`src/rtl/sdr_pkg.sv`:
```
// sdr_pkg -- shared definitions for the SDRAM power-up initialisation sequencer.
//   Command encodings for {nCS,nRAS,nCAS,nWE}, the sequencer state type and the
//   helper functions that turn timing parameters into cycle counts and widths.
package sdr_pkg;

   localparam logic [3:0] CMD_DESL = 4'b1111;  // deselect, only driven in reset
   localparam logic [3:0] CMD_NOP  = 4'b0111;
   localparam logic [3:0] CMD_PRE  = 4'b0010;
   localparam logic [3:0] CMD_AREF = 4'b0001;
   localparam logic [3:0] CMD_MRS  = 4'b0000;  // LMR and EMRS share the encoding

   typedef enum logic [2:0] {
      ST_IDLE,
      ST_PWR_WAIT,
      ST_PRE,
      ST_AREF,
      ST_MRS,
      ST_EMRS,
      ST_DONE
   } state_t;

   // Power-up wait in clocks.
   function automatic int pwr_cycles(input int mhz, input int us);
      return mhz * us;
   endfunction

   // Gap counter width: the longest gap is either the power-up wait or tRFC.
   // tRP and tMRD are expected to be no longer than tRFC.
   function automatic int cnt_width(input int pwr, input int rfc);
      int m;
      m = (pwr > rfc) ? pwr : rfc;
      return $clog2(m + 1);
   endfunction

endpackage

```
`src/rtl/sdr_init_seq.sv`:
```
// sdr_init_seq -- SDRAM initialisation sequencer.
//   Cold start: CKE high, NOP for the power-up wait, PRECHARGE ALL, N_AREF x
//   AUTO REFRESH, LOAD MODE REGISTER, optional EXTENDED MODE REGISTER SET, then
//   init_done. A re-init from DONE skips the power-up wait and starts at PRE.
// Ports:
//   clk, rst             clock, synchronous active-high reset
//   init_req             one-cycle start / re-init pulse (ignored while busy)
//   mode_reg             LMR value, latched when a start is accepted
//   ext_mode_reg         EMRS value, latched when a start is accepted
//   init_busy            high while the sequence runs
//   init_done            level, high once the sequence has completed
//   sdr_CKE .. sdr_DQM   registered SDRAM control, bank, address and byte mask
module sdr_init_seq
   import sdr_pkg::*;
#(
   parameter int CLK_MHZ    = 166,
   parameter int T_PWR_US   = 100,
   parameter int T_RP       = 3,
   parameter int T_RFC      = 10,
   parameter int T_MRD      = 2,
   parameter int N_AREF     = 2,
   parameter int ROW_W      = 13,
   parameter int BA_W       = 2,
   parameter int DQM_W      = 2,
   parameter int EMRS_EN    = 0,
   parameter int AUTO_START = 1
) (
   input  logic             clk,
   input  logic             rst,
   input  logic             init_req,
   input  logic [ROW_W-1:0] mode_reg,
   input  logic [ROW_W-1:0] ext_mode_reg,
   output logic             init_busy,
   output logic             init_done,
   output logic             sdr_CKE,
   output logic             sdr_nCS,
   output logic             sdr_nRAS,
   output logic             sdr_nCAS,
   output logic             sdr_nWE,
   output logic [BA_W-1:0]  sdr_BA,
   output logic [ROW_W-1:0] sdr_A,
   output logic [DQM_W-1:0] sdr_DQM
);

   localparam int PWR_CYC = pwr_cycles(CLK_MHZ, T_PWR_US);
   localparam int CW      = cnt_width(PWR_CYC, T_RFC);

   // PRECHARGE ALL is selected by A[10].
   localparam logic [ROW_W-1:0] A_PALL = ROW_W'(1) << 10;

   state_t           state;
   logic [CW-1:0]    cnt;
   logic [3:0]       aref_cnt;
   logic             auto_pend;   // AUTO_START still owed since last reset
   logic [ROW_W-1:0] mode_q;
   logic [ROW_W-1:0] ext_q;
   logic [3:0]       cmd;

   assign {sdr_nCS, sdr_nRAS, sdr_nCAS, sdr_nWE} = cmd;

   // Gaps are loaded as (gap-1) on the command edge: the next command is issued
   // on the edge that finds the counter at zero, exactly gap cycles later.
   always_ff @(posedge clk) begin
      if (rst) begin
         state     <= ST_IDLE;
         cnt       <= '0;
         aref_cnt  <= '0;
         auto_pend <= (AUTO_START != 0);
         mode_q    <= '0;
         ext_q     <= '0;
         cmd       <= CMD_DESL;
         sdr_CKE   <= 1'b0;
         sdr_A     <= '0;
         sdr_BA    <= '0;
         sdr_DQM   <= '1;
         init_busy <= 1'b0;
         init_done <= 1'b0;
      end else begin
         cmd    <= CMD_NOP;
         sdr_A  <= '0;
         sdr_BA <= '0;
         if (cnt != '0) cnt <= cnt - CW'(1);

         case (state)
            ST_IDLE: begin
               if (auto_pend || init_req) begin
                  auto_pend <= 1'b0;
                  mode_q    <= mode_reg;
                  ext_q     <= ext_mode_reg;
                  sdr_CKE   <= 1'b1;
                  init_busy <= 1'b1;
                  cnt       <= CW'(PWR_CYC - 1);
                  state     <= ST_PWR_WAIT;
               end
            end
            ST_PWR_WAIT: begin
               if (cnt == '0) begin
                  cmd   <= CMD_PRE;
                  sdr_A <= A_PALL;
                  cnt   <= CW'(T_RP - 1);
                  state <= ST_PRE;
               end
            end
            ST_PRE: begin
               if (cnt == '0) begin
                  cmd      <= CMD_AREF;
                  aref_cnt <= 4'd1;
                  cnt      <= CW'(T_RFC - 1);
                  state    <= ST_AREF;
               end
            end
            ST_AREF: begin
               if (cnt == '0) begin
                  if (aref_cnt < 4'(N_AREF)) begin
                     cmd      <= CMD_AREF;
                     aref_cnt <= aref_cnt + 4'd1;
                     cnt      <= CW'(T_RFC - 1);
                  end else begin
                     cmd   <= CMD_MRS;
                     sdr_A <= mode_q;
                     cnt   <= CW'(T_MRD - 1);
                     state <= ST_MRS;
                  end
               end
            end
            ST_MRS: begin
               if (cnt == '0) begin
                  if (EMRS_EN != 0) begin
                     cmd    <= CMD_MRS;
                     sdr_A  <= ext_q;
                     sdr_BA <= BA_W'(2);
                     cnt    <= CW'(T_MRD - 1);
                     state  <= ST_EMRS;
                  end else begin
                     init_done <= 1'b1;
                     init_busy <= 1'b0;
                     sdr_DQM   <= '0;
                     aref_cnt  <= '0;
                     state     <= ST_DONE;
                  end
               end
            end
            ST_EMRS: begin
               if (cnt == '0) begin
                  init_done <= 1'b1;
                  init_busy <= 1'b0;
                  sdr_DQM   <= '0;
                  aref_cnt  <= '0;
                  state     <= ST_DONE;
               end
            end
            ST_DONE: begin
               // Re-init: the device is already powered, go straight to PRE.
               if (init_req) begin
                  mode_q    <= mode_reg;
                  ext_q     <= ext_mode_reg;
                  init_done <= 1'b0;
                  init_busy <= 1'b1;
                  sdr_DQM   <= '1;
                  cmd       <= CMD_PRE;
                  sdr_A     <= A_PALL;
                  cnt       <= CW'(T_RP - 1);
                  state     <= ST_PRE;
               end
            end
            default: state <= ST_IDLE;
         endcase
      end
   end

endmodule

```
`config.mk`:
```
export PLATFORM = sky130hd
export DESIGN_NAME = sdr_init_seq
export DESIGN_NICKNAME = d
export VERILOG_FILES = /design/src/rtl/sdr_pkg.sv /design/src/rtl/sdr_init_seq.sv
export SDC_FILE = /design/constraint.sdc
export NUM_CORES = 1
export LEC_CHECK = 0
export CAP_MARGIN = 20
export CORE_MARGIN = 2
export CORE_UTILIZATION = 30
export DETAILED_ROUTE_END_ITERATION = 16
export PLACE_DENSITY = 0.55
export SYNTH_ARGS = -nofsm -noshare
export SYNTH_HDL_FRONTEND = slang
export SYNTH_SLANG_ARGS = --single-unit
```
`constraint.sdc`:
```
create_clock -name clk -period 2.8 [get_ports clk]
set_clock_uncertainty 0.2 [all_clocks]
set_input_delay 0.7 -clock clk [delete_from_list [all_inputs] [get_ports clk]]
set_output_delay 0.7 -clock clk [all_outputs]
set_load 0.005 [all_outputs]
```
[After elaboration in Yosys (flattened, before gate mapping)]
Index checks and enable logic that the tools add are counted.
Storage, ports and cells
  bits in registers: 58
  input bits: 29
  output and inout bits: 24
  logic and storage cells: 88
Operators by class
  add/subtract/negate cells: 2
  $lt $le $gt $ge: 1
  equality and inequality tests: 14
  multiplexer cells: 45
  reduce and logical (&&, ||, !) cells: 15
Operators with widths (number)
  $mux 15: 6
  $pmux 15 s5: 1
  $mux 13: 4
  $pmux 13 s3: 1
  $mux 3: 11
  $pmux 13 s2: 1
  $mux 11: 2
  $mux 4: 5
  $pmux 3 s6: 1
  $logic_not 15->1: 1
  $reduce_bool 15->1: 1
  $sub 15x1->15 const B: 1
  $ne 2x2->1 const B: 7
  $pmux 3 s4: 1
  $pmux 4 s3: 1
  $eq 3x3->1 const B: 3
  $reduce_and 7->1: 1
  $eq 3x2->1 const B: 2
  $mux 1: 6
  $reduce_and 3->1: 2
  $reduce_bool 3->1: 2
  $reduce_and 5->1: 1
  $add 4x1->4 const B: 1
  $lt 4x2->1 const B: 1
  other kinds (12): 14

[Depth between registers and ports, before layout]
Gate-level depths: netlist of run 1.
  word-level depth: 4
  mapped depth: 11
  mapped depth without buffers: 10

[Least setup slack after synthesis of run 1]
No wires, ideal clock.
  kind: input-to-reg
  start point: input port init_req
  end point: register mode_q[2]
  library setup time: 0.128 ns
  arrival time: 1.881 ns
  required time: 2.472 ns
  setup slack: 0.592 ns
  stages: 6
  buffers on the path: 2
  cells stage by stage: clkbuf_1 a32oi_1 nor2_1 buf_4 mux2i_1 nor2_1
Between the ends
  word-level cells in the longest chain between the ends: 3
  elaborated cells on any way between the ends: 4
  those cells by class: eq/ne: 2; reduce/logical: 2
Ends and longest elaborated chain
  from (decl): line sdr_init_seq.sv:30  | input logic init_req,
  $logic_or 1x1->1: line sdr_init_seq.sv:86  | if (auto_pend || init_req) begin
  $ne 2x2->1 (no line)
  $reduce_and 3->1 (no line) (*)
  to (signal assigned): line sdr_init_seq.sv:88  | mode_q <= mode_reg;
  to (signal assigned): line sdr_init_seq.sv:155  | mode_q <= mode_reg;
  to (decl): line sdr_init_seq.sv:55  | logic [ROW_W-1:0] mode_q;
Mark *: on every way between the ends. The rest lies on a longest branch, timed or not.
A chain may end at the register's enable or synchronous reset.

[Worst setup path after layout of run 1]
  start point: register cnt[0]
  end point: register cnt[0]
Between the ends
  word-level cells in the longest chain between the ends: 4
  elaborated cells on any way between the ends: 10
  those cells by class: add/sub: 1; mux: 7; reduce/logical: 2
Ends and longest elaborated chain
  from (decl): line sdr_init_seq.sv:52  | logic [CW-1:0] cnt;
  from (signal assigned): line sdr_init_seq.sv:82  | if (cnt != '0) cnt <= cnt - CW'(1);
  from (signal assigned): line sdr_init_seq.sv:92  | cnt <= CW'(PWR_CYC - 1);
  from (signal assigned): line sdr_init_seq.sv:100  | cnt <= CW'(T_RP - 1);
  $sub 15x1->15 / $reduce_bool 15->1 (equally long branches): line sdr_init_seq.sv:82
  $mux 15: line sdr_init_seq.sv:82
  $mux 15, on equally long branches
  $pmux 15 s5 (*): line sdr_init_seq.sv:84  | case (state)
Marks and branches as above.

==> flow_summary.toml, run 1 <==
[sta]
setup_slack_ns = 0.4465
fmax_ghz = 0.4249
max_slew_margin = 0.5947
grt_setup_unrepaired = "false"
fin_crit_sh = 0.8405
final_max_slew_viol_count = 0
setup_viol = 0
hold_viol = 0
tightest_slew_ns = 0.6072
fin_setup_tns_ns = 0
fin_crit_ns = 2.354

[grt]
gr-total-overflow = 0
grt_usage = 0.1292
grt_pass1_wl_um = 10030
grt_max_degree = 22
antenna_found_initial = 0
grt_pass1_vias = 2136

[finish]
nFillCells = 833
seqCellArea_um2 = 1141
multi_input_area_um2 = 1326
layout-drive-gt1-share = 0.1078
fin_nets = 363
fin_area_um2 = 3288
diodes = 0
syn2layout_area_growth_pct = 27.14

[critical_path]
cpLargestDelayFamily = "simple AND/OR/NAND/NOR gates"
cp_num_buf_inv = 2
r2r_slack_ns = 0.45
cp_slowest_stage_delay_ns = 0.40
critical_path_class = "reg2reg"
crit_path_top_delay_cell = "and4_4"
crit_path_frequent_cell = "ha_1"
worstPathCellList = "inv_1, ha_1, nor4b_4, and4_4, inv_4, ha_1, o21ai_0, a32oi_1, nor2_1"
required_ns = 2.84
arrival_ns = 2.39
reg2reg_depth = 9
r2r-end = "cnt[0]"
critPathMaxFanout = 18
worstReg2RegStart = "cnt[0]"
end_kind = "flip-flop"
start_kind = "flip-flop"

[cts]
cts.sinks = 57
cts-root-buf = "clkbuf_8"
clk_pin_slew_ns = 0.07
postCtsSetupBuffers = 0
h-tree-depth = 3
cts_tree = "built"
clk_latency_ns = 0.34
cts.path.max_buffers = 2
hold_buffers = 0
cts_resized = 0
cts-buffers-inserted = 9

[synth]
synth_edf_count = 0
syn_area_per_cell_um2 = 8.887
netlist_instances = 291
ys_types = 52
yosys_warnings = 0
ys_seq_area_frac = 0.4412
ys_seq_elements = 57
ys_async_sr_fraction = 0
synth_area_um2 = 2586
synth_flop_cell = "dfxtp_1"

[power]
power_density_nw_per_um2 = 666.2
ir_worst_vdd_v = 0.0003622
leakage_nw = 1.251

[detailed_routing]
wl_um = 5690
wl_met2_um = 2526
drc_errors = 0
met1Wirelength_um = 2779
vias = 2106
ant_nets = 0
routed-wl-met3_um = 288
dr.pass1.iters = 4
avgViaCountPerCell = 4.797
drtIter0Drc = 107
drt-wirelength-per-cell_um = 12.96
highest_layer = "met4"

[floorplanning]
ioPinCount = 53
initial_utilization = 0.3116
die_h_um = 96.85
fp-row-count = 33
placeableCoreArea_um2 = 8299
die-area_um2 = 9380
die_w_um = 96.85

[placed_design]
place_area_um2 = 3062
dpl_worst_slack_ns = 0.3324
hpwl_um = 3898
place.gp.congestion = 0.8551
port-buffer-count = 37

[hold_path]
hold_depth = 2
hp-class = "reg2reg"
hold_start = "sdr_CKE"
worstHoldEndpoint = "sdr_CKE"

[run]
cap_violations = 0

[outcome]
status = "finished, final reports clean"
## synth_stat cells, drive strengths merged (5+ instances only)
cell	n	area share
a211oi	6	0.017
a21oi	19	0.041
and2	12	0.029
buf	10	0.023
clkbuf	10	0.015
dfxtp	57	0.44
ha	5	0.024
inv	6	0.0097
mux2i	14	0.054
nand2	23	0.033
nand2b	6	0.015
nor2	42	0.061
nor3	8	0.015
o21ai	14	0.027
or3	5	0.012
xor2	6	0.020
## flip-flops by register name (all words and copies together), names as in the netlist
signal     count
aref_cnt       4
auto_pend      1
cmd            4
cnt           15
init_busy      1
init_done      1
mode_q        13
sdr_A         13
sdr_CKE        1
sdr_DQM        1
state          3
## cells by family (layout without fill, tap and decap cells)
family          count (synthesis)  in the layout  share of synthesized area
xor+xnor                        8              8                    0.02709
other cells                     1              2                   0.001450
buf+inv                        26             68                    0.04742
simple gates                  118            118                     0.2472
compound gates                 62             62                     0.1572
flops                          57             57                     0.4412
mux                            14             14                    0.05418
fa+ha+maj                       5              5                    0.02419
## cell usage in the layout (no fill, tap or decap), types with 5 or more instances in the layout
cell	Yosys	final
mux2i_1	14	14
dfxtp_1	57	57
ha_1	5	5
clkbuf_8	0	9
clkdlybuf4s50_1	0	37
a21oi_1	18	18
nand2_1	23	23
nand2b_1	6	6
buf_4	5	9
and2_1	12	12
o21ai_0	14	14
a211oi_1	6	6
nor2_1	42	42
nor3_1	8	8
or3_1	5	5
inv_1	5	5
xor2_1	6	6
## per-layer routing
metal	up-vias	track usage
met4	0	0.06176
met1	963	0.1623
met5	-	0
met2	47	0.2035
met3	6	0.03685
li1	1090	-
## through the flow
| step | utilization | std cells | hold WS, ns | power, mW |
|---|---|---|---|---|
| 2_1_floorplan | - | 292 | 0.2291 | 1.218 |
| 3_3_place_gp | 0.3689 | 423 | 0.2360 | 1.324 |
| 3_5_place_dp | 0.3689 | 423 | 0.2426 | 1.328 |
| 4_1_cts | 0.3962 | 439 | 0.2607 | 2.221 |
| 5_1_grt | 0.3962 | 439 | 0.2833 | 2.312 |
| 6_report | 0.3962 | 439 | 0.2546 | 2.190 |
## layout make-up
type,count,area share
multi-input cells,209,0.4033
flip-flops and latches,57,0.3470
repair buffers,46,0.1332
well taps,105,0.03995
clock buffers,9,0.03767
clock inverters,7,0.03120
inverters,6,0.007610
## where the power goes
group | leakage (nW) | switching [mW] | total (mW) | internal [mW]
Clock | 0.110 | 0.372 | 0.881 | 0.510
Combinational | 0.674 | 0.195 | 0.381 | 0.186
Sequential | 0.467 | 0.0598 | 0.928 | 0.868
## worst reg2reg max path: stages (launching register included)
cell and delay [ns]:
dfxtp_1 0.34, inv_1 0.11, ha_1 0.16, nor4b_4 0.26
and4_4 0.40, inv_4 0.14, ha_1 0.29, o21ai_0 0.07
a32oi_1 0.21, nor2_1 0.05
## how the worst max path moves through the flow
| stage | from | endpoint | slack [ns] | cells past startpoint |
|---|---|---|---|---|
| after floorplan | init_req | mode_q[2] | 0.59 | 6 |
| after global placement | init_req | mode_q[8] | 0.34 | 7 |
| after global routing | cnt[0] | cnt[0] | 0.21 | 9 |
| after CTS | cnt[0] | cnt[0] | 0.43 | 9 |
| after detailed placement | init_req | mode_q[9] | 0.33 | 7 |
| final | cnt[0] | cnt[0] | 0.45 | 9 |
No activity file was read; power rests on OpenSTA's default activity.
==> run 2, diff against run 1 <==
==> constraint.sdc (replaced) <==
create_clock -name clk -period 2.35 [get_ports clk]
set_clock_uncertainty 0.2 [all_clocks]
set_input_delay 0.5875 -clock clk [delete_from_list [all_inputs] [get_ports clk]]
set_output_delay 0.5875 -clock clk [all_outputs]
set_load 0.005 [all_outputs]
==> run 2 against run 1 <==
Register-to-register slack lost 0.29 ns. Fmax is 7.4% higher. Sequential share of layout area is 0.66 points lower. Non-clock buffer count increased by 11. Global-route usage rose by 0.051 points.
==> flow_summary.toml, run 2 (synthesis results as in run 1) <==
[sta]
max_slew_margin = 0.6300
setup_viol = 0
whs_ns = 0.2479
fin_crit_sh = 0.9322
fin_crit_ns = 2.191
final_max_slew_viol_count = 0
fmax_ghz = 0.4565
fin_setup_tns_ns = 0
grt_setup_unrepaired = "false"
hold_viol = 0
tightest_slew_ns = 0.5507

[power]
clockPowerShare = 0.365
p_sw_mw = 0.7403
ir_worst_vdd_v = 0.0003655
internal_power_mw = 1.774
power_density_nw_per_um2 = 749.9
combPwrFrac = 0.197
sequentialPowerShare = 0.439
leakage_nw = 1.294
p_sw_frac = 0.2945

[critical_path]
start_kind = "flip-flop"
worstReg2RegStart = "cnt[0]"
r2r_slack_ns = 0.16
critical_path_class = "reg2reg"
path_depth = 9
reg2reg_depth = 9
end_kind = "flip-flop"
crit_path_frequent_cell = "ha_1"
arrival_ns = 2.22
r2r-end = "cnt[0]"
worstPathCellList = "inv_1, ha_1, nor4b_4, and4_4, inv_4, ha_1, o21ai_0, a32oi_1, nor2_1"
cp_num_buf_inv = 2
cpLargestDelayFamily = "simple AND/OR/NAND/NOR gates"
required_ns = 2.38
crit_path_top_delay_cell = "dfxtp_1"
cp_slowest_stage_delay_ns = 0.34
critPathMaxFanout = 18

[finish]
fin_area_um2 = 3352
layout-drive-gt1-share = 0.1333
final_core_util = 0.4039
final_common_cell = "dfxtp_1"
instances_no_fill = 450
syn2layout_area_growth_pct = 29.61
final_cell_mix = "57 x dfxtp_1, 42 x nor2_1, 37 x clkdlybuf4s50_1"
largest_reg_flops = 15
reg_top3 = "cnt: 15 flops, mode_q: 13 flops, sdr_A: 13 flops"
fin_nets = 374
top_register = "cnt"
diodes = 0

[detailed_routing]
wl_um = 5945
ant_nets = 0
dr.pass1.iters = 6
drtIter0Drc = 87
avgViaCountPerCell = 4.840
drt-wirelength-per-cell_um = 13.21
drc_errors = 0
vias = 2178

[hold_path]
hold_start = "sdr_CKE"
worstHoldEndpoint = "sdr_CKE"
hold_depth = 2
hp-class = "reg2reg"

[floorplanning]
placeableCoreArea_um2 = 8299
fp-row-count = 33
die_w_um = 96.85
die_h_um = 96.85
initial_utilization = 0.3116
ioPinCount = 53
die-area_um2 = 9380

[cts]
clk_latency_ns = 0.34
cts-buffers-inserted = 9
cts.path.max_buffers = 2
clk_pin_slew_ns = 0.07
cts_resized = 0
h-tree-depth = 3
cts.sinks = 57
cts-root-buf = "clkbuf_8"
postCtsSetupBuffers = 0
cts_tree = "built"
hold_buffers = 0

[grt]
grt_busiest_layer = "met2"
antenna_found_initial = 0
grt_usage = 0.1297
grt_pass1_wl_um = 10030
gr-total-overflow = 0
grt_pass1_vias = 2073
gr-usage-met3 = 0.05708
grtUsageMet1 = 0.1656
grt_max_degree = 25
grt_util_met2 = 0.1982

[placed_design]
hpwl_um = 4190
place_area_um2 = 3149
port-buffer-count = 37
dp_cells = 433
place.gp.congestion = 0.7471

[outcome]
status = "finished, final reports clean"

[run]
cap_violations = 0
[run 2: worst max-delay path by stage]
| stage | from | to |
|---|---|---|
| 2_1_floorplan | cnt[0] | cnt[0] |
| 3_3_place_gp | init_req | cnt[3] |
| 3_5_place_dp | init_req | cnt[3] |
| 4_1_cts | cnt[0] | cnt[0] |
| 5_1_grt | cnt[0] | cnt[0] |
| 6_report | cnt[0] | cnt[0] |
[run 2: power by group through the flow]
stage,registers (mW),clock network (mW),logic (mW)
finish,1.10,0.917,0.494
global route,1.11,0.986,0.550
CTS,1.10,0.948,0.492
detailed placement,1.12,0,0.489
global placement,1.12,0,0.482
floorplan,1.10,0,0.348
[run 2: worst register-to-register path, stage by stage, from the launching register on]
cell and delay (ns):
dfxtp_1 0.34, inv_1 0.12, ha_1 0.16, nor4b_4 0.25
and4_4 0.29, inv_4 0.10, ha_1 0.29, o21ai_0 0.08
a32oi_1 0.20, nor2_1 0.06
[run 2: layout make-up]
type | instances | area, µm²
Sequential cell | 57 | 1141
Timing Repair Buffer | 57 | 533.0
Multi-Input combinational cell | 209 | 1326
Clock buffer | 10 | 127.6
Fill cell | 824 | 4947
Inverter | 6 | 25.02
Tap cell | 105 | 131.4
Clock inverter | 6 | 67.56
[run 2: routing by layer]
metal	wire, µm	share of wire	up-vias
met1	2854	0.48	1000
met3	350	0.059	11
met5	0	0	-
li1	-	-	1115
met4	70	0.012	0
met2	2671	0.45	52
[run 2: through the flow]
stage          worst slack (ns)  power [mW]
5_1_grt                 0.01561       2.650
4_1_cts                  0.1229       2.542
3_5_place_dp          -0.008568       1.613
6_report                 0.1594       2.514
2_1_floorplan            0.1767       1.451
3_3_place_gp          -0.002526       1.603
